File: src/rtl/sync_fifo_pkg.sv
// Shared types and helpers for the flagged synchronous FIFO.
// Pointer width, count type and read-mode encoding.
package sync_fifo_pkg;

    typedef enum logic {
        REG  = 1'b0,
        FWFT = 1'b1
    } fifo_mode_e;

    typedef int unsigned count_t;

    // Pointers carry one extra wrap bit above the storage index.
    function automatic int unsigned ptr_width(input int unsigned depth);
        return $clog2(depth) + 1;
    endfunction

    function automatic logic at_least(input count_t value, input count_t thresh);
        return value >= thresh;
    endfunction

    function automatic logic at_most(input count_t value, input count_t thresh);
        return value <= thresh;
    endfunction

endpackage

File: src/rtl/fifo_mem.sv
// DATA_WIDTH x FIFO_DEPTH register file: synchronous write, asynchronous read.
// Contents are intentionally not reset.
module fifo_mem #(
    parameter int unsigned DATA_WIDTH = 32,
    parameter int unsigned FIFO_DEPTH = 8
) (
    input  logic                          clk,
    input  logic                          wr_en_i,
    input  logic [$clog2(FIFO_DEPTH)-1:0] wr_addr_i,
    input  logic [DATA_WIDTH-1:0]         wr_data_i,
    input  logic [$clog2(FIFO_DEPTH)-1:0] rd_addr_i,
    output logic [DATA_WIDTH-1:0]         rd_data_o
);

    logic [DATA_WIDTH-1:0] mem_q [FIFO_DEPTH];

    always_ff @(posedge clk) begin
        if (wr_en_i) begin
            mem_q[wr_addr_i] <= wr_data_i;
        end
    end

    assign rd_data_o = mem_q[rd_addr_i];

endmodule

File: src/rtl/sync_fifo_flags.sv
// Single-clock FIFO with registered occupancy count, threshold flags, error pulses,
// synchronous flush and optional first-word-fall-through read.
module sync_fifo_flags #(
    parameter int unsigned DATA_WIDTH    = 32,
    parameter int unsigned FIFO_DEPTH    = 8,
    parameter int unsigned AFULL_THRESH  = 6,
    parameter int unsigned AEMPTY_THRESH = 2,
    parameter int unsigned FWFT          = 0
) (
    input  logic                        clk,
    input  logic                        rst,
    input  logic                        flush,
    input  logic                        wr_en,
    input  logic [DATA_WIDTH-1:0]       data_in,
    input  logic                        rd_en,
    output logic [DATA_WIDTH-1:0]       data_out,
    output logic                        empty,
    output logic                        full,
    output logic                        almost_full,
    output logic                        almost_empty,
    output logic [$clog2(FIFO_DEPTH):0] count,
    output logic                        overflow,
    output logic                        underflow
);
    import sync_fifo_pkg::*;

    localparam int unsigned PtrW  = ptr_width(FIFO_DEPTH);
    localparam int unsigned AddrW = PtrW - 1;
    localparam fifo_mode_e  Mode  = (FWFT != 0) ? sync_fifo_pkg::FWFT : REG;
    localparam logic [PtrW-1:0] DepthC = PtrW'(FIFO_DEPTH);

    logic [PtrW-1:0]       wr_ptr_q, wr_ptr_d;
    logic [PtrW-1:0]       rd_ptr_q, rd_ptr_d;
    logic [PtrW-1:0]       count_q, count_d;
    logic [DATA_WIDTH-1:0] dout_q, dout_d;
    logic                  ovf_q, ovf_d;
    logic                  unf_q, unf_d;
    logic                  wr_acc, rd_acc;
    logic [DATA_WIDTH-1:0] mem_rd_data;

    fifo_mem #(
        .DATA_WIDTH(DATA_WIDTH),
        .FIFO_DEPTH(FIFO_DEPTH)
    ) u_mem (
        .clk      (clk),
        .wr_en_i  (wr_acc & ~flush),
        .wr_addr_i(wr_ptr_q[AddrW-1:0]),
        .wr_data_i(data_in),
        .rd_addr_i(rd_ptr_q[AddrW-1:0]),
        .rd_data_o(mem_rd_data)
    );

    always_comb begin
        // A write into a full FIFO is still taken when a read frees a slot this cycle.
        rd_acc   = rd_en & ~empty;
        wr_acc   = wr_en & (~full | rd_acc);
        wr_ptr_d = wr_ptr_q;
        rd_ptr_d = rd_ptr_q;
        count_d  = count_q;
        dout_d   = dout_q;
        ovf_d    = wr_en & ~wr_acc;
        unf_d    = rd_en & ~rd_acc;
        if (flush) begin
            wr_ptr_d = '0;
            rd_ptr_d = '0;
            count_d  = '0;
            dout_d   = '0;
            ovf_d    = 1'b0;
            unf_d    = 1'b0;
        end else begin
            if (wr_acc) begin
                wr_ptr_d = wr_ptr_q + 1'b1;
            end
            if (rd_acc) begin
                rd_ptr_d = rd_ptr_q + 1'b1;
                dout_d   = mem_rd_data;
            end
            case ({wr_acc, rd_acc})
                2'b10:   count_d = count_q + 1'b1;
                2'b01:   count_d = count_q - 1'b1;
                default: count_d = count_q;
            endcase
        end
    end

    always_ff @(posedge clk or posedge rst) begin
        if (rst) begin
            wr_ptr_q <= '0;
            rd_ptr_q <= '0;
            count_q  <= '0;
            dout_q   <= '0;
            ovf_q    <= 1'b0;
            unf_q    <= 1'b0;
        end else begin
            wr_ptr_q <= wr_ptr_d;
            rd_ptr_q <= rd_ptr_d;
            count_q  <= count_d;
            dout_q   <= dout_d;
            ovf_q    <= ovf_d;
            unf_q    <= unf_d;
        end
    end

    assign count        = count_q;
    assign empty        = (count_q == '0);
    assign full         = (count_q == DepthC);
    assign almost_full  = at_least(count_t'(count_q), AFULL_THRESH);
    assign almost_empty = at_most(count_t'(count_q), AEMPTY_THRESH);
    assign overflow     = ovf_q;
    assign underflow    = unf_q;
    assign data_out     = (Mode == sync_fifo_pkg::FWFT) ? (empty ? '0 : mem_rd_data) : dout_q;

    // The registered count must always agree with the pointer distance.
    count_matches_ptrs: assert property (@(posedge clk) disable iff (rst)
        count_q == PtrW'(wr_ptr_q - rd_ptr_q));

endmodule

File: config.mk
export PLATFORM = sky130hd
export DESIGN_NAME = sync_fifo_flags
export DESIGN_NICKNAME = d
export VERILOG_FILES = /design/src/rtl/sync_fifo_pkg.sv /design/src/rtl/fifo_mem.sv /design/src/rtl/sync_fifo_flags.sv
export SDC_FILE = /design/constraint.sdc
export NUM_CORES = 1
export LEC_CHECK = 0
export BUFFER_PORTS_ARGS = -buffer_cell sky130_fd_sc_hd__buf_2
export CAP_MARGIN = 10
export CORE_MARGIN = 4
export CORE_UTILIZATION = 60
export DETAILED_ROUTE_END_ITERATION = 6
export PLACE_DENSITY = 0.79
export SLEW_MARGIN = 25
export SYNTH_ARGS = -nofsm -noshare
export SYNTH_HDL_FRONTEND = slang
export SYNTH_SLANG_ARGS = --single-unit
File: constraint.sdc
create_clock -name clk -period 14.4 [get_ports clk]
set_input_delay 0.72 -clock clk [delete_from_list [all_inputs] [get_ports clk]]
set_output_delay 0.72 -clock clk [all_outputs]
set_load 0.005 [all_outputs]
==> metrics <==
Seq/Total Area, Yosys=0.765; H-tree level count=1; Via-to-Cell Ratio=6.27; NumNets Final=673; vias=5572; GRT Util Overall=0.210; Synth-to-Final Area Change=14.0%; Setup violations, final=0; die height=146 um; post-synth top area share=0.669; Max stage delay on crit path=0.77 ns; status=completed; unrepaired setup endpoints after global routing=no; Synth Flop Type=edfxtp_1; Leakage=4.53 nW; clk root buf=clkbuf_16; Worst-path clk slew=0.06 ns; PostCTS Resize Cnt=0; Yosys top cell by area=edfxtp_1; TritonRoute pass-1 iters=5; I/O Pins=79; cells along the critical path=buf_4, mux4_2, nor2b_1, a221o_1; CP required=14.81 ns; crit-path max FO=44; Skew-Pair Late Insertion Delay=0.53 ns; share of cells above drive strength 1=0.332; pre-CTS setup slack=11.59 ns; largest net degree at the start of global routing=53; Slew headroom=0.325; Cells after Synth=535; Syn Nets=577; maximum VDD drop=97.2 uV; syn avg cell area=21.5 um2; MaxCap Viol Count=0; # fillers=1107; Yosys warning total=0; core area=18800 um2; Layout Utilization=0.698; Post-synth ARST share=0.147; Total Neg Setup Slack=0 ns; Slew @ Worst Pin=1.01 ns; Max Clk Rate=0.369 GHz; Setup Buffers After CTS=0; Crit Path Category=flop to flop; Initial DRC Count=451; Hold-fix buffers, CTS=0; final hold violation count=0; Final WS setup=11.69 ns; Setup crit start kind=flop; power density over cell area=163 nW/um2; count leader, synth=edfxtp_1; Setup Skew=0.00957 ns; drc violations=0; CP Data Arrival Time=3.11 ns; top post-synthesis cells by area=edfxtp_1 (67%), mux4_2 (13%), dfrtp_1 (9.6%); placed cells=831; RD Place Congestion=0.728; HP Class=primary input to async pin; final hold slack=0.295 ns; first-pass GRT wire length=34.8 mm; Max Slew Vio Count=0; CTS tree=done; grt total ovfl=0; dpl hpwl=12.4 mm; Mapped Area=11500 um2; initial antenna violation count=2; clk buf depth=3; Port Buffer Count=78; Post-synth top cells=edfxtp_1 (256), mux4_2 (64), dfrtp_1 (44); Routed WL per cell=24.9 um; Initial Util=0.612; final WL=22.1 mm; CP max-delay cell=buf_4; flops & latches, synth=300; CP Capture Type=flop; CTS Buf Count=29; Post-synth EDFFs=256; vias in the first global route=5831; full die area=21400 um2; Routed Antenna Nets=0; fin crit share=0.188; Post-Layout Cell Count=888; final worst path period need=2.71 ns; Rows=50; die width=146 um; CTS sink count=300; post-synth cell types=44
cells in the final DEF, fill, tap and decap left out, types with 2 or more instances in the layout:
master	n
nor2_4	4
and2b_2	2
mux4_2	64
buf_2	78
inv_1	2
dfrtp_1	42
ha_1	4
xor2_1	4
a221o_1	31
nor2b_1	32
clkbuf_1	13
nor3_2	3
xnor2_1	3
clkinv_2	5
nor2_1	17
buf_4	12
o211ai_1	3
clkinv_1	3
mux2i_1	3
edfxtp_1	256
clkbuf_8	2
a211oi_1	3
buf_16	3
clkbuf_16	29
nand3_1	2
nand2_1	4
power breakdown:
group | total [mW] | leakage (nW) | internal, mW | switching [mW]
Clock | 0.696 | 0.425 | 0.400 | 0.297
Combinational | 0.392 | 1.20 | 0.213 | 0.180
Sequential | 1.05 | 2.91 | 0.994 | 0.0575
Total | 2.14 | 4.53 | 1.61 | 0.534
routing by layer:
| metal | share of wire | vias to the layer above | global-route usage |
|---|---|---|---|
| met5 | 0.00068 | - | 0 |
| met4 | 0.016 | 2 | 0.0475 |
| met3 | 0.051 | 36 | 0.0348 |
| met2 | 0.52 | 158 | 0.355 |
| met1 | 0.42 | 2966 | 0.297 |
| li1 | - | 2410 | - |
cell type report:
type | instances | area, um2 | area share
clock buffers | 44 | 802 | 0.0612
multi-input cells | 203 | 2550 | 0.194
inverters | 3 | 13.8 | 0.00105
well taps | 234 | 293 | 0.0223
repair buffers | 94 | 583 | 0.0445
diodes | 1 | 2.50 | 0.000191
flip-flops and latches | 300 | 8790 | 0.671
clock inverters | 9 | 66.3 | 0.00506
flip-flops by register name, summed over array words and instances, names as in the netlist:
signal,count
wr_ptr_q,3
underflow,1
count,4
data_out,32
rd_ptr_q,3
overflow,1
u_mem.mem_q,256
path summary, 6_finish.rpt:
kind / slack [ns] / to / startpoint / depth (start not counted)
worst min register to register: 0.50 / data_out[14] / data_out[14] / 1
max in group asynchronous: 13.63 / rd_ptr_q[0] / rst / 2
worst min-delay path: 0.30 / data_out[11] / rst / 2
worst max register to register: 11.69 / data_out[27] / rd_ptr_q[0] / 4
worst max-delay path: 11.69 / data_out[27] / rd_ptr_q[0] / 4
min in group clk: 0.46 / u_mem.mem_q[3][23] / data_in[23] / 1
through the flow:
| stage | instance area [um2] | total power, mW |
|---|---|---|
| 2_1_floorplan | 11500 | 1.36 |
| 3_3_place_gp | 12100 | 1.45 |
| 3_5_place_dp | 12200 | 1.47 |
| 4_1_cts | 13000 | 2.16 |
| 5_1_grt | 13100 | 2.24 |
| 6_report | 13100 | 2.14 |
cell families (layout without fill, tap and decap cells):
| family | Yosys count | count (layout) | synth area share |
|---|---|---|---|
| buffers and inverters | 32 | 150 | 0.0187 |
| DFF | 300 | 300 | 0.765 |
| muxes | 67 | 67 | 0.128 |
| xor gates and xnor gates | 7 | 7 | 0.00533 |
| adders and majority gates | 5 | 5 | 0.00610 |
| AOI/OAI and AO/OA | 47 | 47 | 0.0386 |
| other | 0 | 1 | 0 |
| and+or+nand+nor | 77 | 77 | 0.0386 |
critical path: cells and delay by family (launching register included):
family,cells,cell delay (ns)
mux,1,0.60
compound gates,1,0.30
flops,1,0.72
buf+inv,1,0.77
simple gates,1,0.16
Power figures use the tool's default switching activity.
